### src/rtl/pe_conv_multi_fil.sv
// pe_conv_multi_fil: 1D-convolution processing element.
// Buffers up to NUM_FIL filters and one ifmap row in local scratchpads, then
// evaluates every strided window against every loaded filter (filter index
// inner, window offset outer). Each result may be summed with an incoming
// partial sum before it is handed to the output stream.
//
// Ports:
//   clk, clr_n          clock (rising edge), synchronous active-low reset
//   start               begin a job from IDLE, latching the configuration
//   filter_size, stride, num_fil, acum   job configuration
//   ifm_*               ifmap stream in  (valid/ready, data, last)
//   fil_*               filter stream in (valid/ready, data), filter-major
//   psum_*              partial-sum stream in (valid/ready, data)
//   out_*               result stream out (valid/ready, data, filter index)
//   busy, done          status: not idle / one-cycle end-of-job pulse
//
// Build option: define PE_PSUM_SAT_EN to make MAC accumulation and the psum
// addition saturate at 2^PSUM_WIDTH-1 instead of wrapping.

module pe_conv_multi_fil #(
   parameter int unsigned DATA_WIDTH = 8,
   parameter int unsigned IFM_DEPTH  = 16,
   parameter int unsigned F_MAX      = 4,
   parameter int unsigned NUM_FIL    = 4,
   parameter int unsigned PSUM_WIDTH = 20,
   parameter int unsigned S_W        = 2
) (
   input  logic                          clk,
   input  logic                          clr_n,
   input  logic                          start,
   input  logic [$clog2(F_MAX+1)-1:0]    filter_size,
   input  logic [S_W-1:0]                stride,
   input  logic [$clog2(NUM_FIL+1)-1:0]  num_fil,
   input  logic                          acum,
   input  logic                          ifm_valid,
   output logic                          ifm_ready,
   input  logic [DATA_WIDTH-1:0]         ifm_data,
   input  logic                          ifm_last,
   input  logic                          fil_valid,
   output logic                          fil_ready,
   input  logic [DATA_WIDTH-1:0]         fil_data,
   input  logic                          psum_valid,
   output logic                          psum_ready,
   input  logic [PSUM_WIDTH-1:0]         psum_data,
   output logic                          out_valid,
   input  logic                          out_ready,
   output logic [PSUM_WIDTH-1:0]         out_data,
   output logic [$clog2(NUM_FIL)-1:0]    out_fil,
   output logic                          busy,
   output logic                          done
);

   localparam int unsigned FSW = $clog2(F_MAX + 1);
   localparam int unsigned NFW = $clog2(NUM_FIL + 1);
   localparam int unsigned OFW = $clog2(NUM_FIL);
   localparam int unsigned IA  = $clog2(IFM_DEPTH);
   localparam int unsigned CW  = $clog2(IFM_DEPTH + 1);
   localparam int unsigned BW  = CW + S_W + 1;   // room for base+stride+size
   localparam int unsigned FD  = F_MAX * NUM_FIL;
   localparam int unsigned FA  = $clog2(FD);
   localparam int unsigned PW  = 2 * DATA_WIDTH;

   typedef enum logic [2:0] {
      IDLE, LOAD_FIL, LOAD_IFM, MAC, EMIT, DONE
   } state_t;

   state_t state, nxt;

   logic [FSW-1:0]        fs_r, t_cnt;
   logic [S_W-1:0]        st_r;
   logic [NFW-1:0]        nf_r, k_cnt;
   logic                  acum_r;
   logic [CW-1:0]         ifm_cnt, cnt_inc;
   logic [BW-1:0]         base, win_next_end;
   logic [PSUM_WIDTH-1:0] acc, res, sum_in;
   logic                  have_psum, need_psum;
   logic                  t_last, k_last, win_end;
   logic                  fil_take, ifm_take, psum_take, out_take;
   logic [FA-1:0]         fil_addr;
   logic [IA-1:0]         ifm_raddr;
   logic [PW-1:0]         prod;

   logic [DATA_WIDTH-1:0] fil_mem [FD];
   logic [DATA_WIDTH-1:0] ifm_mem [IFM_DEPTH];

   function automatic logic [PSUM_WIDTH-1:0] add_f(input logic [PSUM_WIDTH-1:0] a,
                                                   input logic [PSUM_WIDTH-1:0] b);
      logic [PSUM_WIDTH:0] s;
      s = {1'b0, a} + {1'b0, b};
`ifdef PE_PSUM_SAT_EN
      return s[PSUM_WIDTH] ? '1 : s[PSUM_WIDTH-1:0];
`else
      return s[PSUM_WIDTH-1:0];
`endif
   endfunction

   assign t_last       = (t_cnt == fs_r - 1'b1);
   assign k_last       = (k_cnt == nf_r - 1'b1);
   assign cnt_inc      = ifm_cnt + 1'b1;
   // End of the row: the window after the current one would overrun the data.
   assign win_next_end = base + BW'(st_r) + BW'(fs_r);
   assign win_end      = (win_next_end > BW'(ifm_cnt));

   // Same addressing for filter writes (LOAD_FIL) and reads (MAC).
   assign fil_addr  = FA'(k_cnt * F_MAX + t_cnt);
   assign ifm_raddr = IA'(base + BW'(t_cnt));
   assign prod      = PW'(ifm_mem[ifm_raddr]) * PW'(fil_mem[fil_addr]);
   assign sum_in    = add_f(acc, psum_data);
   assign need_psum = acum_r & ~have_psum;

   assign fil_take  = fil_valid  & fil_ready;
   assign ifm_take  = ifm_valid  & ifm_ready;
   assign psum_take = psum_valid & psum_ready;
   assign out_take  = out_valid  & out_ready;

   always_comb begin
      nxt        = state;
      fil_ready  = 1'b0;
      ifm_ready  = 1'b0;
      psum_ready = 1'b0;
      out_valid  = 1'b0;
      out_data   = '0;
      out_fil    = '0;
      busy       = (state != IDLE);
      done       = (state == DONE);
      case (state)
         IDLE: begin
            if (start) nxt = LOAD_FIL;
         end
         LOAD_FIL: begin
            fil_ready = 1'b1;
            if (fil_valid && t_last && k_last) nxt = LOAD_IFM;
         end
         LOAD_IFM: begin
            ifm_ready = 1'b1;
            if (ifm_valid && (ifm_last || cnt_inc == CW'(IFM_DEPTH)))
               nxt = (cnt_inc < CW'(fs_r)) ? DONE : MAC;
         end
         MAC: begin
            if (t_last) nxt = EMIT;
         end
         EMIT: begin
            // The psum is consumed in the same cycle the result is first
            // offered; once taken the sum is registered so it stays stable
            // while out_ready is held low.
            psum_ready = need_psum;
            out_valid  = need_psum ? psum_valid : 1'b1;
            out_data   = have_psum ? res : (acum_r ? sum_in : acc);
            out_fil    = k_cnt[OFW-1:0];
            if (out_valid && out_ready)
               nxt = (k_last && win_end) ? DONE : MAC;
         end
         DONE: begin
            nxt = IDLE;
         end
         default: nxt = IDLE;
      endcase
   end

   always_ff @(posedge clk) begin
      if (!clr_n) begin
         state     <= IDLE;
         fs_r      <= '0;
         st_r      <= '0;
         nf_r      <= '0;
         acum_r    <= 1'b0;
         t_cnt     <= '0;
         k_cnt     <= '0;
         ifm_cnt   <= '0;
         base      <= '0;
         acc       <= '0;
         res       <= '0;
         have_psum <= 1'b0;
      end else begin
         state <= nxt;
         case (state)
            IDLE: begin
               if (start) begin
                  fs_r      <= (filter_size == '0) ? FSW'(1) :
                               (filter_size > FSW'(F_MAX)) ? FSW'(F_MAX) : filter_size;
                  st_r      <= (stride == '0) ? S_W'(1) : stride;
                  nf_r      <= (num_fil == '0) ? NFW'(1) :
                               (num_fil > NFW'(NUM_FIL)) ? NFW'(NUM_FIL) : num_fil;
                  acum_r    <= acum;
                  t_cnt     <= '0;
                  k_cnt     <= '0;
                  ifm_cnt   <= '0;
                  base      <= '0;
                  have_psum <= 1'b0;
               end
            end
            LOAD_FIL: begin
               if (fil_take) begin
                  if (t_last) begin
                     t_cnt <= '0;
                     k_cnt <= k_last ? '0 : k_cnt + 1'b1;
                  end else begin
                     t_cnt <= t_cnt + 1'b1;
                  end
               end
            end
            LOAD_IFM: begin
               if (ifm_take) ifm_cnt <= cnt_inc;
            end
            MAC: begin
               acc   <= add_f((t_cnt == '0) ? '0 : acc, PSUM_WIDTH'(prod));
               t_cnt <= t_last ? '0 : t_cnt + 1'b1;
            end
            EMIT: begin
               if (psum_take) begin
                  res       <= sum_in;
                  have_psum <= 1'b1;
               end
               if (out_take) begin
                  have_psum <= 1'b0;
                  if (k_last) begin
                     k_cnt <= '0;
                     base  <= base + BW'(st_r);
                  end else begin
                     k_cnt <= k_cnt + 1'b1;
                  end
               end
            end
            default: ;
         endcase
      end
   end

   // Scratchpads hold no reset; their contents are only read after being written.
   always_ff @(posedge clk) begin
      if (fil_take) fil_mem[fil_addr] <= fil_data;
      if (ifm_take) ifm_mem[ifm_cnt[IA-1:0]] <= ifm_data;
   end

endmodule

### config.mk
export PLATFORM = sky130hd
export DESIGN_NAME = pe_conv_multi_fil
export DESIGN_NICKNAME = d
export VERILOG_FILES = /design/src/rtl/pe_conv_multi_fil.sv
export SDC_FILE = /design/constraint.sdc
export NUM_CORES = 1
export LEC_CHECK = 0
export CELL_PAD_IN_SITES_DETAIL_PLACEMENT = 1
export CELL_PAD_IN_SITES_GLOBAL_PLACEMENT = 2
export CORE_MARGIN = 3
export CORE_UTILIZATION = 43
export CTS_CLUSTER_SIZE = 28
export DETAILED_ROUTE_END_ITERATION = 7
export PLACE_DENSITY = 0.81
export SYNTH_ARGS = -nofsm -noshare
export SYNTH_HDL_FRONTEND = slang
export SYNTH_SLANG_ARGS = --single-unit
### constraint.sdc
create_clock -name clk -period 8.3 [get_ports clk]
set_input_delay 1.245 -clock clk [delete_from_list [all_inputs] [get_ports clk]]
set_output_delay 1.245 -clock clk [all_outputs]
set_load 0.03 [all_outputs]
==> results.sh <==
export IMPL_status="finished clean"
export IMPL_synth_async_reset_ratio_pct=0
export IMPL_power_total_w=0.00518
export IMPL_core_area_um2=41100
export IMPL_grt_pass1_wl_mm=72.1
export IMPL_syn_inst=1497
export IMPL_crit_path_start="base[0]$_SDFFE_PN0P_"
export IMPL_worst_setup_path_start_kind="flip-flop"
export IMPL_crit_fanout=17
export IMPL_synth_fa_ha_area_share_pct=12.1
export IMPL_numCtsBuffers=37
export IMPL_relSlewSlack_pct=19.6
export IMPL_synth_ff_type="edfxtp_1"
export IMPL_yosys_warnings=0
export IMPL_pin_count=81
export IMPL_crit_family="adder cells"
export IMPL_place_hpwl_mm=31.5
export IMPL_synth_edf_count=256
export IMPL_synth_xor_area_share_pct=2.43
export IMPL_synth_top_area_cell="edfxtp_1"
export IMPL_rsz0062_at_grt="false"
export IMPL_io_buffers=80
export IMPL_wl_per_cell_um=20.9
export IMPL_rows=74
export IMPL_vias=11800
export IMPL_vias_per_cell=5.54
export IMPL_grt_max_degree=83
export IMPL_clock_skew_ns=0.0480
export IMPL_tns_ns=0
export IMPL_path_buf_inv=4
export IMPL_synthTopCellsByCount="256 x edfxtp_1, 154 x nand2_1, 109 x nor2_1, 100 x inv_1, 88 x ha_1"
export IMPL_vdd_ir_drop_worst_uv=183
export IMPL_grt_overflow_total=0
export IMPL_die_x_um=211
export IMPL_grtUsageTotal_pct=20.7
export IMPL_start_util_pct=43.8
export IMPL_cts_sinks=328
export IMPL_syn_area_um2=18000
export IMPL_drt_iter0_markers=655
export IMPL_clk_pin_slew_ns=0.06
export IMPL_fmax_mhz=133
export IMPL_ctsHoldBuffers=0
export IMPL_drc=0
export IMPL_path_common_cell="fa_1"
export IMPL_synth_compound_area_share_pct=9.12
export IMPL_syn_area_per_cell_um2=12.0
export IMPL_routed_wl_mm=44.7
export IMPL_worstSetupPathDepth=23
export IMPL_drv_slew=0
export IMPL_h_tree_depth=2
export IMPL_dr_pass1_iters=5
export IMPL_regToRegSetupSlack_ns=0.79
export IMPL_criticalPathCategory="reg2reg"
export IMPL_fillers=4264
export IMPL_ys_seq_elements=328
export IMPL_finalWeightedCongestion=0.828
export IMPL_critPathMaxStageDelay_ns=1.06
export IMPL_antenna_cells=0
export IMPL_dp_slack_ns=0.780
export IMPL_synth_area_leaders="edfxtp_1 43%, mux4_2 8.2%, dfxtp_1 8.0%"
export IMPL_grt_pass1_vias=12900
export IMPL_worst_slack_ns=0.788
export IMPL_hold_path_class="reg2reg"
export IMPL_arrival_ns=7.93
export IMPL_yosysUniqueCellTypes=63
export IMPL_crit_chain="ha_2 > fa_1 > buf_4 > mux4_2 > mux2_2 > a21oi_1 > or2_2 > fa_1 > fa_1 > inv_1 > fa_1 > inv_1 > fa_1 > inv_1 > ha_1 > o21ai_0 > o211ai_1 > a21oi_1 > o21ai_0 > a2111oi_0 > o22ai_1 > nand3b_1 > o21ai_0"
export IMPL_place_area_um2=19400
export IMPL_ant_nets=0
export IMPL_power_density_nw_per_um2=250
export IMPL_area_growth_pct=15.0
export IMPL_synth_nets=1692
export IMPL_die_h_um=211
export IMPL_post_cts_resized=0
export IMPL_r2r_start="base[0]$_SDFFE_PN0P_"
export IMPL_dp_cells=2070
export IMPL_fin_crit_sh_pct=90.5
export IMPL_leakage_nw=7.61
export IMPL_rr_worst_depth=23
export IMPL_fin_area_um2=20700
export IMPL_endpoint_kind="flip-flop"
export IMPL_hold_viol=0
export IMPL_clockRootBuffer="clkbuf_16"
export IMPL_finalSetupViolations=0
export IMPL_yosys_area_share_simple_pct=11.7
export IMPL_cp_required_ns=8.72
export IMPL_layout_min_cycle_time_ns=7.51
export IMPL_layout_drive_gt1_share_pct=10.8
export IMPL_dieArea_um2=44400
export IMPL_clockBufferDepth=3
export IMPL_tightest_slew_ns=1.20
export IMPL_final_instance_count_excl_fill=2136
export IMPL_synth_top_cell_area_share_pct=42.7
export IMPL_clkLatencyLatePin_ns=0.58
export IMPL_synth_most_common_cell="edfxtp_1"
export IMPL_synth_top_family_by_area="adder cells"
export IMPL_critPathCapture="acc[19]$_SDFFE_PN0N_"
export IMPL_antenna_found_initial=0
export IMPL_synth_seq_area_share_pct=50.7
export IMPL_cts_tree="done"
export IMPL_post_cts_buffers=0
export IMPL_yosys_mux_area_fraction_pct=10.4
export IMPL_nets=1772
export IMPL_rr_endpoint="acc[19]$_SDFFE_PN0N_"
export IMPL_cpMaxStageDelayCell="fa_1"
export IMPL_drv_cap=0
[how the worst min path moves through the flow]
stage	from	end	slack, ns	cells past startpoint
4_1_cts	res[18]$_SDFFE_PN0P_	res[18]$_SDFFE_PN0P_	0.47	2
3_5_place_dp	res[18]$_SDFFE_PN0P_	res[18]$_SDFFE_PN0P_	0.46	2
2_1_floorplan	res[18]$_SDFFE_PN0P_	res[18]$_SDFFE_PN0P_	0.43	2
6_report	res[18]$_SDFFE_PN0P_	res[18]$_SDFFE_PN0P_	0.47	2
5_1_grt	res[4]$_SDFFE_PN0P_	res[4]$_SDFFE_PN0P_	0.49	2
3_3_place_gp	res[18]$_SDFFE_PN0P_	res[18]$_SDFFE_PN0P_	0.44	2
[worst register-to-register path: stages, from the launching register on]
cell	delay, ns
dfxtp_1	0.33
ha_2	0.20
fa_1	1.06
buf_4	0.42
mux4_2	0.36
mux2_2	0.28
a21oi_1	0.59
or2_2	0.24
fa_1	0.42
fa_1	0.50
inv_1	0.05
fa_1	0.47
inv_1	0.05
fa_1	0.47
inv_1	0.04
ha_1	0.30
o21ai_0	0.12
o211ai_1	0.13
a21oi_1	0.35
o21ai_0	0.19
a2111oi_0	0.46
o22ai_1	0.17
nand3b_1	0.11
o21ai_0	0.09
[where the power goes]
part / total, W / internal, W / leakage, nW / switching, W
logic: 0.00161 / 0.000688 / 4.10 / 0.000923
clock network: 0.00175 / 0.00105 / 0.632 / 0.000701
registers: 0.00182 / 0.00179 / 2.88 / 0.0000260
[final cells by class]
cell class | count | area [µm²] | area share (%)
sequential | 328 | 9130 | 44.1
clock inverter | 20 | 313 | 1.51
timing repair buffer | 102 | 961 | 4.64
clock buffer | 46 | 990 | 4.78
tap | 532 | 666 | 3.21
inverter | 101 | 379 | 1.83
multi-input combinational | 1007 | 8280 | 40.0
[flip-flops by register name, summed over array words and instances (netlist names), 5 cells and up]
register / cells
ifm_cnt: 5
fil_mem: 128
ifm_mem: 128
base: 8
res: 20
acc: 20
[stage by stage]
stage | hold WS [ns] | util, %
2_1_floorplan | 0.433 | -
3_3_place_gp | 0.445 | 47.2
3_5_place_dp | 0.457 | 47.2
4_1_cts | 0.466 | 50.4
5_1_grt | 0.488 | 50.4
6_report | 0.467 | 50.4
[placed cells by master (no fill, tap or decap), types with 37 or more instances in the layout]
cell             instances
edfxtp_1               256
nand2_1                154
nor2_1                 109
inv_1                  100
ha_1                    87
clkdlybuf4s50_1         79
a21oi_1                 73
dfxtp_1                 71
mux4_2                  66
o21ai_0                 61
fa_1                    54
clkbuf_16               37
[logic make-up (layout without fill, tap and decap cells)]
| family | Yosys count | after routing |
|---|---|---|
| AND/OR/NAND/NOR | 450 | 450 |
| XOR/XNOR | 50 | 50 |
| adder cells (fa/ha/maj) | 142 | 142 |
| buffers and inverters | 162 | 269 |
| AO/OA/AOI/OAI | 261 | 261 |
| flip-flops | 328 | 328 |
| multiplexers | 104 | 104 |
[metal layers]
layer  track usage [%]  routed length [µm]  vias to the layer above
met5                 0                   0                        -
met4              3.74                 607                        0
met3              3.00                1460                       46
met2              36.1               22300                      181
met1              28.0               20200                     6010
li1                  -                   -                     5593
Note: power is estimated with default switching activity, not from simulation.
